### config.mk
export PLATFORM = sky130hd
export DESIGN_NAME = alu_arbiter
export DESIGN_NICKNAME = d
export VERILOG_FILES = /design/src/rtl/alu_pkg.sv /design/src/rtl/rr_arbiter.sv /design/src/rtl/alu_arbiter.sv
export SDC_FILE = /design/constraint.sdc
export NUM_CORES = 1
export LEC_CHECK = 0
export ABC_AREA = 1
export BUFFER_PORTS_ARGS = -buffer_cell sky130_fd_sc_hd__buf_2
export CELL_PAD_IN_SITES_DETAIL_PLACEMENT = 0
export CELL_PAD_IN_SITES_GLOBAL_PLACEMENT = 1
export CORE_ASPECT_RATIO = 1.75
export CORE_MARGIN = 2
export CORE_UTILIZATION = 31
export DETAILED_ROUTE_END_ITERATION = 8
export HOLD_SLACK_MARGIN = 0.12
export PLACE_DENSITY_LB_ADDON = 0.1
export SLEW_MARGIN = 20
export SYNTH_ARGS = -nofsm -noshare
export SYNTH_HDL_FRONTEND = slang
export SYNTH_SLANG_ARGS = --single-unit
### constraint.sdc
create_clock -name clk -period 2.2 [get_ports clk]
set_input_delay 0.55 -clock clk [delete_from_list [all_inputs] [get_ports clk]]
set_output_delay 0.55 -clock clk [all_outputs]
set_load 0.02 [all_outputs]
### src/rtl/alu_pkg.sv
// Shared types for the ALU arbiter: opcodes, FSM states and ALU width.
package alu_pkg;

   localparam int ALU_W = 32;

   typedef enum logic [2:0] {
      OP_ADD = 3'b000,
      OP_SUB = 3'b001,
      OP_OR  = 3'b010,
      OP_AND = 3'b011,
      OP_XOR = 3'b100,
      OP_SLT = 3'b101
   } alu_op_t;

   typedef enum logic [1:0] {
      IDLE,
      EXEC,
      RESP
   } arb_state_t;

   function automatic logic op_legal(logic [2:0] op);
      return op <= OP_SLT;
   endfunction

endpackage

### src/rtl/rr_arbiter.sv
// Round-robin arbiter: one-hot grant scanning upward from a rotating pointer.
module rr_arbiter #(
   parameter  int NREQ = 2,
   localparam int IW   = (NREQ > 1) ? $clog2(NREQ) : 1
) (
   input  logic            clk,
   input  logic            rst_n,
   input  logic [NREQ-1:0] req,
   input  logic            advance,
   output logic [NREQ-1:0] grant,
   output logic [IW-1:0]   grant_idx
);

   logic [IW-1:0] ptr;
   logic          found;
   int            j;

   always_comb begin
      grant     = '0;
      grant_idx = ptr;
      found     = 1'b0;
      j         = 0;
      for (int k = 0; k < NREQ; k++) begin
         j = int'(ptr) + k;
         if (j >= NREQ) j = j - NREQ;
         if (!found && req[j]) begin
            found     = 1'b1;
            grant[j]  = 1'b1;
            grant_idx = IW'(j);
         end
      end
   end

   // The winner moves to lowest priority for the next round
   always_ff @(posedge clk) begin
      if (!rst_n) begin
         ptr <= '0;
      end else if (advance) begin
         ptr <= (grant_idx == IW'(NREQ - 1)) ? '0 : grant_idx + 1'b1;
      end
   end

endmodule

### src/rtl/alu_arbiter.sv
// Shares one external ALU between NREQ requesters, one operation in flight.
import alu_pkg::*;

module alu_arbiter #(
   parameter int NREQ   = 2,
   parameter int DATA_W = ALU_W
) (
   input  logic                   clk,
   input  logic                   rst_n,
   input  logic [NREQ-1:0]        req_valid,
   output logic [NREQ-1:0]        req_ready,
   input  logic [NREQ*3-1:0]      req_op,
   input  logic [NREQ*DATA_W-1:0] req_a,
   input  logic [NREQ*DATA_W-1:0] req_b,
   output logic [NREQ-1:0]        rsp_valid,
   input  logic [NREQ-1:0]        rsp_ready,
   output logic [DATA_W-1:0]      rsp_result,
   output logic                   rsp_zero,
   output logic                   rsp_err,
   output logic [2:0]             alu_ctrl,
   output logic [DATA_W-1:0]      alu_src_a,
   output logic [DATA_W-1:0]      alu_src_b,
   input  logic [DATA_W-1:0]      alu_result,
   input  logic                   alu_zero
);

   localparam int IW = (NREQ > 1) ? $clog2(NREQ) : 1;

   arb_state_t        state;
   logic [IW-1:0]     owner;
   logic [2:0]        op_q;
   logic [DATA_W-1:0] a_q;
   logic [DATA_W-1:0] b_q;

   logic [NREQ-1:0]   grant;
   logic [IW-1:0]     gidx;
   logic              rsp_done;
   logic              can_accept;
   logic              hs;
   logic [2:0]        sel_op;
   logic [DATA_W-1:0] sel_a;
   logic [DATA_W-1:0] sel_b;

   rr_arbiter #(
      .NREQ (NREQ)
   ) u_rr (
      .clk       (clk),
      .rst_n     (rst_n),
      .req       (req_valid),
      .advance   (hs),
      .grant     (grant),
      .grant_idx (gidx)
   );

   // Completing a response frees the ALU in the same cycle
   assign rsp_done   = (state == RESP) && rsp_ready[owner];
   assign can_accept = rst_n && ((state == IDLE) || rsp_done);
   assign req_ready  = can_accept ? grant : '0;
   assign hs         = |(req_valid & req_ready);

   assign sel_op = req_op[gidx*3 +: 3];
   assign sel_a  = req_a[gidx*DATA_W +: DATA_W];
   assign sel_b  = req_b[gidx*DATA_W +: DATA_W];

   assign alu_ctrl  = op_q;
   assign alu_src_a = a_q;
   assign alu_src_b = b_q;

   always_comb begin
      rsp_valid = '0;
      if (state == RESP) rsp_valid[owner] = 1'b1;
   end

   always_ff @(posedge clk) begin
      if (!rst_n) begin
         state      <= IDLE;
         owner      <= '0;
         op_q       <= '0;
         a_q        <= '0;
         b_q        <= '0;
         rsp_result <= '0;
         rsp_zero   <= 1'b0;
         rsp_err    <= 1'b0;
      end else begin
         if (hs) begin
            owner <= gidx;
            op_q  <= sel_op;
            a_q   <= sel_a;
            b_q   <= sel_b;
         end
         unique case (state)
            IDLE: begin
               if (hs) state <= EXEC;
            end
            EXEC: begin
               // Illegal opcodes never reach the result; the ALU output is ignored
               if (op_legal(op_q)) begin
                  rsp_result <= alu_result;
                  rsp_zero   <= alu_zero;
                  rsp_err    <= 1'b0;
               end else begin
                  rsp_result <= '0;
                  rsp_zero   <= 1'b1;
                  rsp_err    <= 1'b1;
               end
               state <= RESP;
            end
            RESP: begin
               if (rsp_done) state <= hs ? EXEC : IDLE;
            end
            default: state <= IDLE;
         endcase
      end
   end

endmodule
* Yosys cells after proc, flatten, opt, wreduce, memory -nomap -nowiden
Cells that the tools add are included.
Cells by class: add/sub/neg operators 4, multipliers 1, magnitude comparators 9, eq/ne operators 4, shift operators 3, muxes and demuxes 31, bitwise gates (word level) 2, reductions and logical operators 11
Operators by type and width (number):
- 64-bit by 7-bit variable part select with 32-bit output | 2
- 32-bit 2-to-1 mux | 3
- 32-bit by 1-bit greater-or-equal comparator with 1-bit output, second input constant | 2
- 32-bit by 3-bit less-than comparator with 1-bit output, second input constant | 2
- 32-bit by 3-bit greater-or-equal comparator with 1-bit output, second input constant | 1
- 32-bit by 3-bit subtractor with 32-bit output, second input constant | 1
- 1-bit 2-to-1 mux | 18
- 2-bit 2-to-1 mux | 6
- 1-bit logical AND | 6
- 2-bit case mux with 3 select lines | 1
- 6-bit by 4-bit variable part select with 3-bit output | 1
- 2-bit != test, second input constant | 2
- 1-bit demux with 1-bit select | 3
- 3-bit less-or-equal comparator, second input constant | 1
- 1-bit by 2-bit multiplier with 3-bit output, second input constant | 1
- 1-bit by 2-bit subtractor with 3-bit output, second input constant | 1
- 1-bit by 1-bit adder with 2-bit output, second input constant | 1
- 2-bit AND | 1
- 2-bit by 1-bit equality test with 1-bit output, second input constant | 1
- 2-bit equality test, second input constant | 1
- 1-bit by 2-bit greater-or-equal comparator with 1-bit output, second input constant | 1
- 2-bit logical NOT | 1
- 1-bit by 2-bit less-than comparator with 1-bit output, second input constant | 1
- 2-bit bitwise OR | 1
- 6 further kinds | 6
Word-level totals: bits in registers 105, bits of input ports 173, output and inout bits 105, logic and storage cells 74

* Logic depth before layout (Yosys ltp)
Gate-level depths: netlist of the first run.
word-level depth 15, gate-level depth with buffers 9, depth with buffers taken out 7

* Hierarchy
From an unflattened synthesis of the first run, not the netlist that was laid out.
Second synthesis, totals: cell total of the unflattened synthesis 672, area, all modules 5156.2 um^2
By module, submodules not included:
- alu_arbiter | times used 1, cells an instance 659, area each 5077.4 um^2, seq. area each 2082.0 um^2
- rr_arbiter | times used 1, cells an instance 13, area each 78.8 um^2, seq. area each 20.0 um^2

* Worst setup path after synthesis of the first run
OpenSTA, ideal clock, no wires.
kind input -> output, start point input rsp_ready[1], end point output req_ready[0], data arrival time 1350 ps, required time 1650 ps, slack 300 ps, stages on the path 5, path buffers 1, cell sequence nand2_1 > nand3_1 > nand3_1 > clkbuf_1 > inv_1
Between the ends: cells in the longest elaborated chain, start to end 6
Ends and longest elaborated chain:
- from (decl) | line alu_arbiter.sv:16 | input logic [NREQ-1:0] rsp_ready,
- 1-bit 2-to-1 mux (not written as such) (2 in series) | line alu_arbiter.sv:56 | assign rsp_done = (state == RESP) && rsp_ready[owner];
- 1-bit logical AND | line alu_arbiter.sv:56
- 1-bit logical OR | line alu_arbiter.sv:57 | assign can_accept = rst_n && ((state == IDLE) || rsp_done);
- 1-bit logical AND | line alu_arbiter.sv:57
- 2-bit 2-to-1 mux | line alu_arbiter.sv:58 | assign req_ready = can_accept ? grant : '0;
- to (decl) | line alu_arbiter.sv:11 | output logic [NREQ-1:0] req_ready,
Every way passes these cells. The select of a mux whose other input is x is not followed.

* Worst setup path after layout of the first run
start point register owner, end point output req_ready[1]
Between the ends: cells in the longest elaborated chain, start to end 6
Ends and longest elaborated chain:
- from (decl) | line alu_arbiter.sv:30 | logic [IW-1:0] owner;
- from (signal assigned) | line alu_arbiter.sv:86 | owner <= gidx;
- 1-bit 2-to-1 mux (not written as such) (2 in series) | line alu_arbiter.sv:56
- 1-bit logical AND | line alu_arbiter.sv:56
- 1-bit logical OR | line alu_arbiter.sv:57
- 1-bit logical AND | line alu_arbiter.sv:57
- 2-bit 2-to-1 mux | line alu_arbiter.sv:58
Every way passes these cells. The select of a mux whose other input is x is not followed.

==> reports/metrics.csv, run 1 <==
metric,value,unit
TNS Setup,0,ns
compound-gate portion of the synthesized area,13.3,%
"CP delay by family, top",flip-flops,
Final Hold Viols,0,
synthesized area per cell,6.95,um^2
crit path max fanout,4,
peak per-stage delay on the critical path,0.39,ns
Total GRT Usage,20.2,%
Setup WS pre-CTS,0.150,ns
Slowest cell on crit path,dfxtp_1,
# fillers,1617,
CTS resizes,0,
clock-pin slew on the worst setup and hold paths,0.08,ns
Net Sw Frac,31.0,%
residual DRC count,0,
routability cong.,0.781,
Post-Synth Adder-Cell Area,0,%
hold_ws,0.440,ns
setup bufs post-CTS,0,
routed wl met3,1.22,mm
CP dominant cell by count,inv_1,
Pint,3.52,mW
#FFs+latches synth,105,
run status,"complete, no violations",
largest net degree at the start of global routing,103,
endpoint required time on the critical path,1.65,ns
Synth Area in XOR/XNOR,0,%
"commonest cells after routing, fill and taps aside","buf_2 (277), nand2_1 (206), nand3_1 (137)",
Core ar.,0.0148,mm^2
Logic pwr share,24.1,%
vias in the first global route,5312,
first-pass GRT wire length,25.6,mm
Pwr Density,782,mW/mm^2
routed vias,5429,
crit start category,flop,
HPWL after DPL,12.0,mm
PnR worst setup slack,0.245,ns
total grt overflow,0,
Final Max Tran Viols,0,
Synth Warn #,0,
maximum operating frequency,512,MHz
Initial DRC Count,195,
Static Leak,3.35,nW
worst hold path class,input port to flop,
Slew headroom,28.1,%
clk_skew,0.00796,ns
synth unique cells,17,
clock sinks,105,
hold buffer count at CTS,0,
max-capacitance violation count,0,
register area share after synthesis,45.2,%
synthesized instance count,669,
M1 WL,6.15,mm
top layer in use,met4,
Worst Path Arrival,1.40,ns
RSZ-0062 raised after global routing,no,
Seq pwr share,41.8,%
Synth-to-Final Area Change,40.4,%
met2 wire len,8.78,mm
clock tree buffer depth,2,
chip width,96.6,um
critical path type,flop to primary output,
mux cell area share after synthesis,0,%
DR WL/cell,15.1,um
"Net Count, Synth",842,
Buf/Inv on CP,3,
Max VDD drop,0.491,mV
fin nets,1087,
Worst Tran Pin Value,1.08,ns
clock root buffer,clkbuf_16,
Die Y,166,um
Initial Util,31.5,%
FF+latch area,0.00210,mm^2
initial antenna violation count,1,
Simple-Gate Fraction of Synth Area,35.1,%
final wirelength,16.7,mm
vias per cell,4.92,
nature of the critical path endpoint,primary output,
cts bufs inserted,9,
CTS tree,yes,
area of the multi-input gates,0.00229,mm^2
antenna-violating nets left,0,
Sw Pwr,1.58,mW
Clk network pwr share,34.1,%
largest family of logic cells by synthesized area,simple AND/OR/NAND/NOR gates,
final period utilization,88.8,%
Pre-Repair DR Iteration Count,4,
worst-skew pair later-pin latency,0.34,ns
number of port buffers,277,
layout cell share with drive strength beyond 1,34.4,%
clock period minus worst slack,1.95,ns
Die ar.,0.0160,mm^2
# setup viols final,0,
"Cell Chain, Critical Path",inv_1 > nand2_1 > nand3_1 > nand3_2 > inv_1 > buf_2,
Post-Synthesis Cell Area,0.00465,mm^2
# IOs,278,
htree depth,3,
num rows,59,
"commonest non-fill, non-tap cell in the layout",buf_2,
-- Yosys cell counts --
master	n	area [um^2]
nand2_1	208	781
nand3_1	140	701
dfxtp_1	105	2100
a21oi_1	71	355
nor2_1	39	146
clkbuf_1	36	135
a22oi_1	32	240
buf_2	15	75.1
inv_1	9	33.8
buf_1	5	18.8
buf_6	2	22.5
o21ai_0	2	10.0
a21boi_1	1	7.51
buf_4	1	7.51
inv_2	1	3.75
nor3_1	1	5.00
o21ai_1	1	5.00
-- worst reg2reg max path, delay by kind of cell (launching register included) --
family / cells / cell delay, ns
flip-flops: 1 / 0.39
AND/OR/NAND/NOR: 5 / 0.63
AO/OA/AOI/OAI: 1 / 0.05
buffers and inverters: 3 / 0.52
-- cells by family after synthesis --
logic type,count (synthesis)
AO/OA/AOI/OAI,107
buffers and inverters,69
flip-flops,105
AND/OR/NAND/NOR,388
-- flip-flops by register name, indices dropped and copies added (netlist names) --
| signal | count |
|---|---|
| state | 2 |
| alu_ctrl | 3 |
| rsp_err | 1 |
| rsp_result | 32 |
| alu_src_b | 32 |
| owner | 1 |
| u_rr.ptr | 1 |
| rsp_zero | 1 |
| alu_src_a | 32 |
-- cell type report --
class | count | share of cell area [%]
Clock inverter | 5 | 1.32
Tap cell | 183 | 3.51
Sequential cell | 105 | 32.2
Antenna cell | 1 | 0.0383
Timing Repair Buffer | 293 | 23.7
Multi-Input combinational cell | 495 | 35.1
Clock buffer | 11 | 3.57
Inverter | 10 | 0.594
-- per-layer routing --
metal / global-route usage, % / vias to the layer above
met2: 37.0 / 181
met1: 21.2 / 2496
met4: 7.47 / 0
li1: - / 2726
met3: 5.49 / 26
met5: 0 / -
-- metrics by stage --
step / std cells / util, % / area [um^2] / total power, mW
2_1_floorplan: 669 / - / 4650 / 2.92
3_3_place_gp: 1086 / 42.0 / 6210 / 3.41
3_5_place_dp: 1086 / 42.0 / 6210 / 3.43
4_1_cts: 1102 / 44.2 / 6530 / 5.18
5_1_grt: 1103 / 44.2 / 6530 / 5.39
6_report: 1103 / 44.2 / 6530 / 5.10
-- power by group through the flow --
stage               clock (mW)  sequential, mW  combinational [mW]
CTS                       1.79            2.13                1.25
global route              1.87            2.15                1.37
detailed placement           0            2.18                1.25
finish                    1.74            2.13                1.23
global placement             0            2.17                1.23
floorplan                    0            2.35               0.576
-- worst paths after layout --
check | from | end | slack [ns] | cells after the start
worst max-delay path | owner | req_ready[1] | 0.25 | 6
worst min-delay path | alu_result[18] | rsp_result[18] | 0.44 | 3
worst max register to register | owner | alu_src_b[27] | 0.44 | 9
worst min register to register | alu_src_b[5] | alu_src_b[5] | 0.48 | 2
No activity file was read; power rests on OpenSTA's default activity.
==> inputs of run 2 (changes only) <==
- CELL_PAD_IN_SITES_DETAIL_PLACEMENT: 0 -> 1
==> run 2 against run 1 <==
  * Via count increased by 2.1%
  * Sequential share of layout area about the same
  * Register-to-register slack got worse by 0.03 ns
  * Global-route usage increased by 1.8 points
  * Worst hold slack got worse by 0.0034 ns
==> reports/metrics.csv, run 2 (synthesis results as in run 1) <==
metric,value,unit,change
Final Max Tran Viols,0,,unchanged
reg2reg end,alu_ctrl[2],,was alu_src_b[27]
maximum operating frequency,497,MHz,was 512 MHz
Static Leak,3.36,nW,was 3.35 nW
worst hold start,alu_result[11],,was alu_result[18]
"Power, Total",5.00,mW,was 5.10 mW
vias in the first global route,5778,,was 5312
clock sinks,105,,unchanged
num rows,59,,unchanged
residual DRC count,0,,unchanged
Initial DRC Count,152,,was 195
FF+latch area,0.00210,mm^2,unchanged
chip width,96.6,um,unchanged
max-capacitance violation count,0,,unchanged
Die ar.,0.0160,mm^2,unchanged
Antenna Cells,0,,was 1
hold_ws,0.436,ns,was 0.440 ns
htree depth,3,,unchanged
cts bufs inserted,9,,unchanged
post-route cell area,0.00653,mm^2,about the same
crit start category,flop,,unchanged
initial antenna violation count,0,,was 1
Total GRT Usage,22.0,%,was 20.2%
total grt overflow,0,,unchanged
CP startpoint,owner,,unchanged
Die Y,166,um,unchanged
Max VDD drop,0.344,mV,was 0.491 mV
area of the multi-input gates,0.00229,mm^2,unchanged
Final Hold Viols,0,,unchanged
nature of the critical path endpoint,primary output,,unchanged
CTS tree,yes,,unchanged
# IOs,278,,unchanged
run status,"complete, no violations",,unchanged
WHS Path Cells,3,,unchanged
layout cell share with drive strength beyond 1,34.7,%,was 34.4%
fin nets,1088,,was 1087
HPWL after DPL,13.2,mm,was 12.0 mm
Placed Area,0.00621,mm^2,unchanged
Hold Crit Endpoint,rsp_result[11],,was rsp_result[18]
RSZ-0062 raised after global routing,no,,unchanged
Slew headroom,62.3,%,was 28.1%
setup bufs post-CTS,0,,unchanged
placed cells,1086,,unchanged
worst-skew pair later-pin latency,0.34,ns,about the same
clock tree buffer depth,2,,unchanged
Initial Util,31.5,%,unchanged
DR WL/cell,16.3,um,was 15.1 um
Synth-to-Final Area Change,40.4,%,about the same
TNS Setup,0,ns,unchanged
Pwr Density,766,mW/mm^2,was 782 mW/mm^2
Pre-Repair DR Iteration Count,4,,unchanged
clock-pin slew on the worst setup and hold paths,0.08,ns,about the same
# fillers,1969,,was 1617
number of port buffers,277,,unchanged
worst hold path class,input port to flop,,unchanged
# setup viols final,0,,unchanged
clock period minus worst slack,2.01,ns,was 1.95 ns
vias per cell,5.02,,was 4.92
clock root buffer,clkbuf_16,,unchanged
"commonest non-fill, non-tap cell in the layout",buf_2,,unchanged
final wirelength,18.0,mm,was 16.7 mm
Setup WS pre-CTS,0.113,ns,was 0.150 ns
Core ar.,0.0148,mm^2,unchanged
hold buffer count at CTS,0,,unchanged
fin cells,1103,,unchanged
Worst Tran Pin Value,0.565,ns,was 1.08 ns
R2R depth,9,,unchanged
fin util,44.2,%,about the same
PnR worst setup slack,0.186,ns,was 0.245 ns
antenna-violating nets left,0,,unchanged
critical path type,flop to primary output,,unchanged
"commonest cells after routing, fill and taps aside","buf_2 (277), nand2_1 (206), nand3_1 (137)",,unchanged
routed vias,5541,,was 5429
final period utilization,91.5,%,was 88.8%
R2R Setup Slk,0.41,ns,was 0.44 ns
largest net degree at the start of global routing,103,,unchanged
crit path max fanout,4,,unchanged
endpoint required time on the critical path,1.65,ns,about the same
Worst Path Arrival,1.46,ns,was 1.40 ns
CTS resizes,0,,unchanged
first-pass GRT wire length,28.2,mm,was 25.6 mm
clk_skew,0.00958,ns,was 0.00796 ns
r2r startpoint,owner,,unchanged
routability cong.,0.781,,unchanged
run 2: cell count changes in the layout (fill, tap and decap cells not counted), sizes merged:
cell	change
inv	+2
bufinv	-2
diode	-1
buf	+1
clkbuf	-1
clkinv	+1
run 2: where the power goes:
group	total, mW	internal (mW)	switching (mW)
logic	1.25	0.460	0.793
registers	2.14	2.05	0.0836
clock network	1.61	0.829	0.781
run 2: area by class of cell:
type                    count  share of cell area [%]
multi-input cells         495                    35.1
repair buffers            294                    24.1
clock inverters             6                   0.862
clock buffers              10                    3.66
flip-flops and latches    105                    32.2
inverters                  10                   0.594
well taps                 183                    3.51
run 2: critical path: stages (launching register included):
cell and delay (ns):
dfxtp_1 0.41, inv_1 0.08, nand2_1 0.08, nand3_1 0.17, nand3_2 0.17, inv_1 0.05
buf_2 0.16
run 2: worst max path at each step:
stage / end / slack (ns) / depth (start not counted)
after detailed placement: alu_src_a[2] / 0.11 / 9
final: req_ready[1] / 0.19 / 6
after CTS: req_ready[1] / 0.15 / 6
after global placement: alu_src_b[31] / 0.20 / 9
after global routing: req_ready[1] / 0.08 / 6
after floorplan: req_ready[0] / 0.30 / 5
run 2: layer usage:
metal | vias to the layer above | track usage (%) | wire length [um]
li1 | 2724 | - | -
met1 | 2609 | 23.3 | 6660
met2 | 184 | 41.4 | 9780
met3 | 24 | 4.85 | 1140
met4 | 0 | 7.16 | 441
met5 | - | 0 | 0
==> inputs of run 3 (changes only) <==
- GPL_TIMING_DRIVEN: unset -> 0
==> run 3 against run 2 <==
  * Via count rose by 2.1%
  * Non-clock buffer count rose by 42
  * Worst hold slack worse by 0.0089 ns
  * Critical path depth fell by 1
  * Clock skew about the same
  * Die area unchanged
  * Largest power group unchanged
  * Sequential share of layout area is 0.47 points lower
==> reports/metrics.csv, run 3 (synthesis results as in run 1) <==
metric,value,unit,change
"commonest non-fill, non-tap cell in the layout",buf_2,,unchanged
critical path type,flop to primary output,,unchanged
Core ar.,0.0148,mm^2,unchanged
Clk network pwr share,33.4,%,was 32.2%
r2r startpoint,u_rr.ptr,,was owner
# setup viols final,0,,unchanged
nature of the critical path endpoint,primary output,,unchanged
final period utilization,89.7,%,was 91.5%
Die Y,166,um,unchanged
chip width,96.6,um,unchanged
clock-pin slew on the worst setup and hold paths,0.08,ns,about the same
number of port buffers,277,,unchanged
# IOs,278,,unchanged
antenna-violating nets left,0,,unchanged
Final Hold Viols,0,,unchanged
WHS Path Cells,3,,unchanged
CTS tree,yes,,unchanged
Seq pwr share,42.0,%,was 42.7%
run status,"complete, no violations",,unchanged
Initial Util,31.5,%,unchanged
fin nets,1130,,was 1088
Static Leak,3.39,nW,was 3.36 nW
"Cell Chain, Critical Path",inv_2 > a21oi_2 > nand3_4 > inv_1 > buf_2,,was inv_1 > nand2_1 > nand3_1 > nand3_2 > inv_1 > buf_2
R2R Setup Slk,0.27,ns,was 0.41 ns
Die ar.,0.0160,mm^2,unchanged
Initial DRC Count,87,,was 152
num rows,59,,unchanged
clock sinks,105,,unchanged
Sw Pwr,1.67,mW,was 1.66 mW
Total GRT Usage,22.7,%,was 22.0%
clock root buffer,clkbuf_16,,unchanged
DR WL/cell,16.0,um,was 16.3 um
CP startpoint,u_rr.ptr,,was owner
Worst Tran Pin Value,0.621,ns,was 0.565 ns
post-route cell area,0.00663,mm^2,was 0.00653 mm^2
max-capacitance violation count,0,,unchanged
htree depth,3,,unchanged
worst hold path class,input port to flop,,unchanged
Slew headroom,58.6,%,was 62.3%
largest net degree at the start of global routing,20,,was 103
Pwr Density,767,mW/mm^2,was 766 mW/mm^2
clk_skew,0.00955,ns,was 0.00958 ns
worst hold start,alu_result[15],,was alu_result[11]
final wirelength,18.4,mm,was 18.0 mm
total grt overflow,0,,unchanged
maximum operating frequency,506,MHz,was 497 MHz
routed vias,5657,,was 5541
endpoint required time on the critical path,1.65,ns,about the same
Worst Path Arrival,1.42,ns,was 1.46 ns
placed cells,1129,,was 1086
layout cell share with drive strength beyond 1,33.3,%,was 34.7%
Hold Crit Endpoint,rsp_result[15],,was rsp_result[11]
Pint,3.42,mW,was 3.34 mW
fin cells,1149,,was 1103
initial antenna violation count,4,,was 0
residual DRC count,0,,unchanged
vias in the first global route,5828,,was 5778
crit start category,flop,,unchanged
reg2reg end,alu_src_a[23],,was alu_ctrl[2]
Pre-Repair DR Iteration Count,4,,unchanged
R2R depth,7,,was 9
crit path max fanout,11,,was 4
first-pass GRT wire length,28.8,mm,was 28.2 mm
Final Max Tran Viols,0,,unchanged
"commonest cells after routing, fill and taps aside","buf_2 (292), nand2_1 (208), nand3_1 (137)",,"was buf_2 (277), nand2_1 (206), nand3_1 (137)"
Max VDD drop,0.378,mV,was 0.344 mV
Placed Area,0.00626,mm^2,was 0.00621 mm^2
RSZ-0062 raised after global routing,no,,unchanged
peak per-stage delay on the critical path,0.40,ns,was 0.41 ns
Synth-to-Final Area Change,42.6,%,was 40.4%
Net Sw Frac,32.8,%,was 33.2%
clock period minus worst slack,1.97,ns,was 2.01 ns
HPWL after DPL,14.3,mm,was 13.2 mm
vias per cell,4.92,,was 5.02
hold buffer count at CTS,0,,unchanged
worst-skew pair later-pin latency,0.35,ns,was 0.34 ns
clock tree buffer depth,2,,unchanged
cts bufs inserted,9,,unchanged
Slowest cell on crit path,dfxtp_1,,unchanged
Logic pwr share,24.7,%,was 25.1%
routability cong.,0.800,,was 0.781
[run 3: cell types whose count changed in the layout (fill, tap and decap cells not counted), moves of 3 or more]
cell,delta
clkbuf_1,+34
buf_2,+15
buf_4,-10
buf_1,+5
diode_2,+4
buf_12,-3
[run 3: worst max-delay path, delay by kind of cell, from the launching register on]
family / cells / cell delay [ns]
flip-flops: 1 / 0.40
buffers and inverters: 3 / 0.31
AO/OA/AOI/OAI: 1 / 0.19
AND/OR/NAND/NOR: 1 / 0.17
[run 3: power by group through the flow]
stage | logic (mW) | clock network, mW | registers, mW
2_1_floorplan | 0.576 | 0 | 2.35
4_1_cts | 1.28 | 1.74 | 2.13
6_report | 1.26 | 1.70 | 2.13
3_5_place_dp | 1.26 | 0 | 2.18
3_3_place_gp | 1.25 | 0 | 2.17
5_1_grt | 1.41 | 1.80 | 2.15
[run 3: layout make-up]
class                      instances  area (um^2)
antenna                            4         10.0
clock inverter                     7         85.1
multi-input combinational        495         2290
timing repair buffer             279         1400
buffer                            57          251
clock buffer                       9          225
tap                              183          229
inverter                          10         37.5
sequential                       105         2100
fill                            2046         8130
[run 3: worst max-delay path by stage]
stage	endpoint	slack, ns	depth (start not counted)
CTS	req_ready[0]	0.04	7
global placement	req_ready[0]	-0.25	7
floorplan	req_ready[0]	0.30	5
global route	alu_src_a[23]	0.04	7
finish	req_ready[1]	0.23	5
detailed placement	req_ready[0]	-0.27	7
[run 3: what timing repair did]
item,4_1_cts,5_1_grt
hold endpoints to repair,0,0
gates resized for setup,9,3
pin swaps,2,0
setup buffers,2,0
gates cloned,0,0
endpoints found under the setup margin,2,2
[run 3: layer usage]
metal,GRT usage (%),share of wire (%)
met4,7.47,2.6
met5,0,0.071
met1,23.2,37
met2,43.0,54
met3,5.76,6.6
[run 3: through the flow]
step	setup slack, ns	setup TNS, ns	power (mW)	hold WS [ns]	util, %
floorplan	0.300	0	2.92	0.468	-
global placement	-0.250	-0.854	3.42	0.470	42.4
detailed placement	-0.268	-1.37	3.44	0.472	42.4
CTS	0.0417	0	5.16	0.425	44.9
global route	0.0436	0	5.37	0.433	44.9
finish	0.226	0	5.09	0.427	44.9
